## src/rtl/channel_trace_renderer_if.sv

```systemverilog
// Pixel/mapper inputs, sample-RAM port and VGA outputs of channel_trace_renderer.
// master = pixel source + sample RAM side, slave = renderer.
interface channel_trace_renderer_if #(
   parameter int MAX_CHAN_COUNT = 10,
   parameter int ADDR_W         = 10,
   parameter int COL_W          = 10,
   parameter int ROW_W          = 9
);
   localparam int CH_W = $clog2(MAX_CHAN_COUNT);

   logic [COL_W-1:0]          pixel_col;
   logic [ROW_W-1:0]          pixel_row;
   logic                      video_on;
   logic                      hsync_in;
   logic                      vsync_in;
   logic                      is_channel;
   logic [CH_W-1:0]           channel_number;
   logic [ROW_W-1:0]          channel_height;
   logic [ROW_W-1:0]          channel_offset;
   logic [ADDR_W-1:0]         scroll_offset;
   logic [ADDR_W-1:0]         sample_addr;
   logic [MAX_CHAN_COUNT-1:0] sample_data;
   logic [11:0]               rgb;
   logic                      hsync_out;
   logic                      vsync_out;

   modport master (
      output pixel_col, pixel_row, video_on, hsync_in, vsync_in, is_channel,
             channel_number, channel_height, channel_offset, scroll_offset, sample_data,
      input  sample_addr, rgb, hsync_out, vsync_out
   );

   modport slave (
      input  pixel_col, pixel_row, video_on, hsync_in, vsync_in, is_channel,
             channel_number, channel_height, channel_offset, scroll_offset, sample_data,
      output sample_addr, rgb, hsync_out, vsync_out
   );
endinterface

```

## src/rtl/channel_trace_renderer.sv

```systemverilog
// Draws one digital waveform per channel lane from capture RAM, 2-clock pixel latency.
// Optional grid overlay enabled by defining CHANNEL_TRACE_GRID_EN.
module channel_trace_renderer #(
   parameter int          MAX_CHAN_COUNT = 10,
   parameter int          ADDR_W         = 10,
   parameter int          COL_W          = 10,
   parameter int          VGA_VER_RES    = 480,
   parameter int          MARGIN         = 4,
   parameter logic [11:0] TRACE_COLOR    = 12'h0F0,
   parameter logic [11:0] SEP_COLOR      = 12'h444,
   parameter logic [11:0] GRID_COLOR     = 12'h222
) (
   input logic                      clk,
   input logic                      reset,
   channel_trace_renderer_if.slave  bus
);
   localparam int ROW_W = $clog2(VGA_VER_RES);
   localparam int CH_W  = $clog2(MAX_CHAN_COUNT);

   // Returns {hi, lo}; short lanes drop the margin and use their full height.
   function automatic logic [2*ROW_W-1:0] rail_limits(input logic [ROW_W-1:0] height);
      logic [ROW_W-1:0] hi;
      logic [ROW_W-1:0] lo;
      if (height < ROW_W'(2*MARGIN+2)) begin
         hi = '0;
         lo = height - ROW_W'(1);
      end else begin
         hi = ROW_W'(MARGIN);
         lo = height - ROW_W'(1) - ROW_W'(MARGIN);
      end
      return {hi, lo};
   endfunction

   logic [ADDR_W-1:0] scroll_q;
   logic [ROW_W-1:0]  lr_p1;
   logic [ROW_W-1:0]  height_p1;
   logic [CH_W-1:0]   ch_p1;
   logic              isch_p1;
   logic              vld_p1;
   logic              col0_p1;
   logic              hs_p1;
   logic              vs_p1;
   logic              prev_bit;
   logic [11:0]       rgb_p2;
   logic              hs_p2;
   logic              vs_p2;

   // S0: address the sample RAM for this column
   assign bus.sample_addr = ADDR_W'(bus.pixel_col) + scroll_q;

   // S1: sample bit is available, decide the pixel colour
   logic             bit_p1;
   logic [ROW_W-1:0] hi_p1;
   logic [ROW_W-1:0] lo_p1;
   logic             edge_p1;
   logic             trace_p1;
   logic             grid_hit;
   logic [11:0]      rgb_nxt;

   assign bit_p1         = bus.sample_data[ch_p1];
   assign {hi_p1, lo_p1} = rail_limits(height_p1);
   assign edge_p1        = (bit_p1 != prev_bit) && !col0_p1;
   assign trace_p1       = (bit_p1 && (lr_p1 == hi_p1)) ||
                           (!bit_p1 && (lr_p1 == lo_p1)) ||
                           (edge_p1 && (lr_p1 >= hi_p1) && (lr_p1 <= lo_p1));

`ifdef CHANNEL_TRACE_GRID_EN
   logic grid_p1;
   assign grid_hit = grid_p1;
`else
   assign grid_hit = 1'b0;
`endif

   always_comb begin
      rgb_nxt = 12'h000;
      if (!vld_p1 || !isch_p1)
         rgb_nxt = 12'h000;
      else if (trace_p1)
         rgb_nxt = TRACE_COLOR;
      else if ((lr_p1 == '0) && (ch_p1 != '0))
         rgb_nxt = SEP_COLOR;
      else if (grid_hit)
         rgb_nxt = GRID_COLOR;
   end

   always_ff @(posedge clk) begin
      if (reset) begin
         scroll_q  <= '0;
         lr_p1     <= '0;
         height_p1 <= '0;
         ch_p1     <= '0;
         isch_p1   <= 1'b0;
         vld_p1    <= 1'b0;
         col0_p1   <= 1'b0;
         hs_p1     <= 1'b1;
         vs_p1     <= 1'b1;
         prev_bit  <= 1'b0;
         rgb_p2    <= 12'h000;
         hs_p2     <= 1'b1;
         vs_p2     <= 1'b1;
      end else begin
         // vs_p1 is last cycle's vsync_in, so this catches the falling edge
         if (vs_p1 && !bus.vsync_in)
            scroll_q <= bus.scroll_offset;
         // S0 -> S1
         lr_p1     <= bus.pixel_row - bus.channel_offset;
         height_p1 <= bus.channel_height;
         ch_p1     <= bus.channel_number;
         isch_p1   <= bus.is_channel;
         vld_p1    <= bus.video_on;
         col0_p1   <= (bus.pixel_col == '0);
         hs_p1     <= bus.hsync_in;
         vs_p1     <= bus.vsync_in;
         if (vld_p1)
            prev_bit <= bit_p1;
         // S1 -> S2
         rgb_p2    <= rgb_nxt;
         hs_p2     <= hs_p1;
         vs_p2     <= vs_p1;
      end
   end

`ifdef CHANNEL_TRACE_GRID_EN
   always_ff @(posedge clk) begin
      if (reset)
         grid_p1 <= 1'b0;
      else
         grid_p1 <= (bus.pixel_col[4:0] == 5'd0);
   end
`endif

   assign bus.rgb       = rgb_p2;
   assign bus.hsync_out = hs_p2;
   assign bus.vsync_out = vs_p2;
endmodule

```

## src/flat_wrapper.sv

```systemverilog
// flat-port wrapper written by rule: the top's interface ports become plain ports
module channel_trace_renderer_flat 
#(
   parameter int          MAX_CHAN_COUNT = 10,
   parameter int          ADDR_W         = 10,
   parameter int          COL_W          = 10,
   parameter int          VGA_VER_RES    = 480,
   parameter int          MARGIN         = 4,
   parameter logic [11:0] TRACE_COLOR    = 12'h0F0,
   parameter logic [11:0] SEP_COLOR      = 12'h444,
   parameter logic [11:0] GRID_COLOR     = 12'h222
)
  (clk, reset, bus_pixel_col, bus_pixel_row, bus_video_on, bus_hsync_in, bus_vsync_in, bus_is_channel, bus_channel_number, bus_channel_height, bus_channel_offset, bus_scroll_offset, bus_sample_data, bus_sample_addr, bus_rgb, bus_hsync_out, bus_vsync_out);
  channel_trace_renderer_if #(.MAX_CHAN_COUNT(MAX_CHAN_COUNT), .ADDR_W(ADDR_W), .COL_W(COL_W), .ROW_W(9)) bus_i ();
  input logic clk;
  input logic reset;
  input wire logic [$bits(bus_i.pixel_col)-1:0] bus_pixel_col;
  input wire logic [$bits(bus_i.pixel_row)-1:0] bus_pixel_row;
  input wire logic [$bits(bus_i.video_on)-1:0] bus_video_on;
  input wire logic [$bits(bus_i.hsync_in)-1:0] bus_hsync_in;
  input wire logic [$bits(bus_i.vsync_in)-1:0] bus_vsync_in;
  input wire logic [$bits(bus_i.is_channel)-1:0] bus_is_channel;
  input wire logic [$bits(bus_i.channel_number)-1:0] bus_channel_number;
  input wire logic [$bits(bus_i.channel_height)-1:0] bus_channel_height;
  input wire logic [$bits(bus_i.channel_offset)-1:0] bus_channel_offset;
  input wire logic [$bits(bus_i.scroll_offset)-1:0] bus_scroll_offset;
  input wire logic [$bits(bus_i.sample_data)-1:0] bus_sample_data;
  output wire logic [$bits(bus_i.sample_addr)-1:0] bus_sample_addr;
  output wire logic [$bits(bus_i.rgb)-1:0] bus_rgb;
  output wire logic [$bits(bus_i.hsync_out)-1:0] bus_hsync_out;
  output wire logic [$bits(bus_i.vsync_out)-1:0] bus_vsync_out;
  assign bus_i.pixel_col = bus_pixel_col;
  assign bus_i.pixel_row = bus_pixel_row;
  assign bus_i.video_on = bus_video_on;
  assign bus_i.hsync_in = bus_hsync_in;
  assign bus_i.vsync_in = bus_vsync_in;
  assign bus_i.is_channel = bus_is_channel;
  assign bus_i.channel_number = bus_channel_number;
  assign bus_i.channel_height = bus_channel_height;
  assign bus_i.channel_offset = bus_channel_offset;
  assign bus_i.scroll_offset = bus_scroll_offset;
  assign bus_i.sample_data = bus_sample_data;
  assign bus_sample_addr = bus_i.sample_addr;
  assign bus_rgb = bus_i.rgb;
  assign bus_hsync_out = bus_i.hsync_out;
  assign bus_vsync_out = bus_i.vsync_out;
  channel_trace_renderer #(.MAX_CHAN_COUNT(MAX_CHAN_COUNT), .ADDR_W(ADDR_W), .COL_W(COL_W), .VGA_VER_RES(VGA_VER_RES), .MARGIN(MARGIN), .TRACE_COLOR(TRACE_COLOR), .SEP_COLOR(SEP_COLOR), .GRID_COLOR(GRID_COLOR)) u_core (.clk(clk), .reset(reset), .bus(bus_i));
endmodule
```

## config.mk

```make
export PLATFORM = sky130hd
export DESIGN_NAME = channel_trace_renderer_flat
export DESIGN_NICKNAME = d
export VERILOG_FILES = /design/src/rtl/channel_trace_renderer_if.sv /design/src/rtl/channel_trace_renderer.sv /design/src/flat_wrapper.sv
export SDC_FILE = /design/constraint.sdc
export NUM_CORES = 1
export LEC_CHECK = 0
export CORE_ASPECT_RATIO = 0.9
export CORE_UTILIZATION = 50
export CTS_CLUSTER_SIZE = 12
export DETAILED_ROUTE_END_ITERATION = 6
export GPL_TIMING_DRIVEN = 0
export PLACE_DENSITY_LB_ADDON = 0.05
export SLEW_MARGIN = 20
export SYNTH_ARGS = -nofsm -noshare
export SYNTH_HDL_FRONTEND = slang
export SYNTH_SLANG_ARGS = --single-unit
```

## constraint.sdc

```tcl
create_clock -name clk -period 6.53 [get_ports clk]
set_input_delay 1.6325 -clock clk [delete_from_list [all_inputs] [get_ports clk]]
set_output_delay 1.6325 -clock clk [all_outputs]
set_load 0.1 [all_outputs]
```

==> flow_metrics.env <==
export IMPL_status="complete, no violations"
export IMPL_p_leak_nw=1.613
export IMPL_ir_drop_mv=0.1397
export IMPL_crit_fanout=2
export IMPL_min_to="u_core.bus.hsync_out"
export IMPL_crit_arrival_ps=4640
export IMPL_root_buffer="clkbuf_8"
export IMPL_path_cells="clkdlybuf4s50_1 -> ha_1 -> inv_1 -> fa_1 -> nor2b_1 -> o21ai_0 -> a21boi_0 -> o21ai_0 -> nor2b_1 -> xnor2_1 -> dlygate4sd2_1"
export IMPL_rsz0062_at_grt="no"
export IMPL_slew_headroom=0.3523
export IMPL_worstReg2RegEnd="u_core.bus.rgb[2]"
export IMPL_place_ws_ps=-39.01
export IMPL_endpoint_kind="primary output"
export IMPL_report_final_setup_viol=0
export IMPL_reg2reg_slack_ps=3100
export IMPL_cts_buffers=5
export IMPL_syn_avg_cell_area_um2=8.506
export IMPL_drt_iter0_drc=103
export IMPL_critPathRequiredTime_ps=4900
export IMPL_wirelength_mm=5.984
export IMPL_h_tree_depth=2
export IMPL_ys_flop_type="dfxtp_1"
export IMPL_syn_inst=317
export IMPL_coreArea_um2=5015
export IMPL_skew_ps=8.196
export IMPL_n_antenna_cell=0
export IMPL_route_detailed_wl_per_inst_um=12.49
export IMPL_worst_path_buf_inv=3
export IMPL_cp_start_kind="input port"
export IMPL_max_freq_mhz=159.3
export IMPL_antenna_left=0
export IMPL_die_h_um=71.67
export IMPL_num_nets_final=511
export IMPL_drv_cap=0
export IMPL_drive_gt1_frac=0.08213
export IMPL_die_area_um2=5691
export IMPL_finalCritPeriodShare=0.9611
export IMPL_drv_slew=0
export IMPL_initial_core_util=0.5377
export IMPL_yosys_cell_types_count=45
export IMPL_avgViaCountPerCell=5.025
export IMPL_cpMaxStageDelayCell="dlygate4sd2_1"
export IMPL_ys_seq_area_frac=0.3193
export IMPL_fillers=405
export IMPL_seq_area_um2=860.8
export IMPL_routabilityCongestion=0.8383
export IMPL_antenna_found_initial=0
export IMPL_cts_hold_buffers_added=0
export IMPL_port_buffers=84
export IMPL_hp_start="u_core.hs_p1"
export IMPL_hold_class="flip-flop to flip-flop"
export IMPL_rows=24
export IMPL_cts_buffer_depth=2
export IMPL_grt_max_degree=14
export IMPL_dp_final_hpwl_mm=4.961
export IMPL_p_per_area_nw_per_um2=220.6
export IMPL_syn_to_final_growth_pct=39.26
export IMPL_drc=0
export IMPL_slowest_delay_ps=870
export IMPL_pin_count=91
export IMPL_reg2reg_from="u_core.height_p1[0]"
export IMPL_route_vias_total=2407
export IMPL_grt_usage=0.2172
export IMPL_cts_setup_buffers=0
export IMPL_synth_seq_cells=43
export IMPL_clkLatencyLatePin_ps=290
export IMPL_grt_pass1_vias=2289
export IMPL_grt_pass1_wl_mm=9.687
export IMPL_cts_tree="built"
export IMPL_first_pass_iters=4
export IMPL_worstRegToRegCells=14
export IMPL_tightestPinTransition_ps=968.6
export IMPL_multiInputGateArea_um2=1668
export IMPL_report_final_hold_viol_count=0
export IMPL_clkTransAtPathRegs_ps=80
export IMPL_finalCriticalPeriod_ps=6276
export IMPL_die_x_um=79.41
export IMPL_syn_area_um2=2696
export IMPL_grt_overflow=0
export IMPL_synth_edf_count=0
export IMPL_path_class="input port to primary output"
export IMPL_hold_path_depth=1
export IMPL_ys_warn_count=0
export IMPL_crit_family="buffers and inverters"
export IMPL_clock_sinks=43
export IMPL_utilization=0.7488
export IMPL_async_flop_share=0
export IMPL_fin_ws_ps=254.2
-- logic make-up after synthesis --
group,after synthesis,share of synthesized area
and+or+nand+nor,124,0.2320
AOI/OAI and AO/OA,50,0.1258
DFF,43,0.3193
buffers and inverters,40,0.07100
adders and majority gates,31,0.1494
xor gates and xnor gates,20,0.06496
muxes,8,0.03619
other,1,0.001391
-- synthesized netlist by cell type, types with 2 or more instances --
cell type,instances,area [um2]
dfxtp_1,43,860.8
nand2_1,33,123.9
ha_1,29,362.9
inv_1,24,90.09
nor2b_1,23,143.9
nor2_1,22,82.58
a21oi_1,17,85.08
xnor2_1,16,140.1
nor3_1,15,75.07
buf_4,9,67.56
o21ai_0,9,45.04
clkbuf_1,6,22.52
o21a_1,6,45.04
or2_2,6,37.54
and3_1,5,31.28
or4_1,5,37.54
mux2_2,4,45.04
xor2_1,4,35.03
mux2i_1,3,30.03
nand3_1,3,15.01
nand4_1,3,18.77
nor4_1,3,18.77
a21boi_0,2,15.01
fa_1,2,40.04
nand2b_1,2,12.51
o221ai_1,2,17.52
o31ai_1,2,15.01
o41ai_1,2,17.52
-- cell type report --
class                           instances  share of cell area
Clock inverter                          2            0.009330
Tap cell                               65             0.02166
Buffer                                 16             0.02699
Sequential cell                        43              0.2293
Clock buffer                            6             0.02199
Timing Repair Buffer                   84              0.2226
Inverter                               24             0.02399
Multi-Input combinational cell        239              0.4442
-- worst register-to-register path, cell delays in order (launching register included) --
cell and delay, ps:
dfxtp_1 330, inv_1 90, ha_1 180, nor3b_1 460, xnor2_1 260, and3_1 230, nand2_1 70, xnor2_1 200
ha_1 290, a211o_1 330, o221ai_1 210, a21oi_1 80, o31ai_1 260, a31oi_2 150, and2b_1 180
-- flip-flops by register name (all words and copies together) (netlist names) --
signal and count:
u_core.lr_p1 9, u_core.ch_p1 4, u_core.prev_bit 1, u_core.col0_p1 1, u_core.bus.hsync_out 1, u_core.isch_p1 1, u_core.vld_p1 1, u_core.hs_p1 1
u_core.bus.vsync_out 1, u_core.bus.rgb 3, u_core.scroll_q 10, u_core.vs_p1 1, u_core.height_p1 9
-- per-stage QoR --
stage	TNS, ps	total power, mW	cell area (um2)	hold slack, ps	instances
floorplan	0	0.5274	2720	389.5	322
global placement	0	0.6128	3642	393.2	471
detailed placement	-49.90	0.6219	3642	407.1	471
CTS	0	0.8314	3756	424.2	479
global route	0	0.8701	3755	442.5	479
finish	0	0.8284	3755	425.9	479
-- worst max path at each step --
stage                               to             start  depth (start not counted)  slack, ps
floorplan           bus_sample_addr[6]  bus_pixel_col[0]                          9        480
global placement    bus_sample_addr[9]  bus_pixel_col[1]                          9         20
detailed placement  bus_sample_addr[8]  bus_pixel_col[0]                         11        -40
CTS                 bus_sample_addr[7]  bus_pixel_col[1]                          9         70
global route        bus_sample_addr[6]  bus_pixel_col[0]                         11         20
finish              bus_sample_addr[6]  bus_pixel_col[0]                         11        250
-- where the power goes --
| part | total, mW | internal, mW | leakage [nW] | switching [mW] |
|---|---|---|---|---|
| clock | 0.212 | 0.124 | 0.0612 | 0.0886 |
| sequential | 0.290 | 0.279 | 0.356 | 0.0113 |
| combinational | 0.326 | 0.129 | 1.20 | 0.197 |
-- layer usage --
metal  global-route usage  wire length, um  up-vias
li1                     -                -     1266
met1               0.2684             2816     1074
met2               0.3908             2834       60
met3              0.04331              287        7
met4              0.04444               46        0
met5                    0                0        -
-- repair_timing --
item,4_1_cts,5_1_grt
setup endpoints to repair,3,2
gates resized for setup,3,3
endpoints found under the hold margin,0,0
pin swaps,0,0
-- placed cells by master (no fill, tap or decap), types with 9 or more instances in the layout --
cell type	instances
a21oi_1	17
xnor2_1	16
nor2b_1	23
nor2_1	22
clkdlybuf4s50_1	80
o21ai_0	9
inv_1	24
ha_1	29
dfxtp_1	43
nor3_1	15
nand2_1	33
buf_4	9
Power figures use the tool's default switching activity.
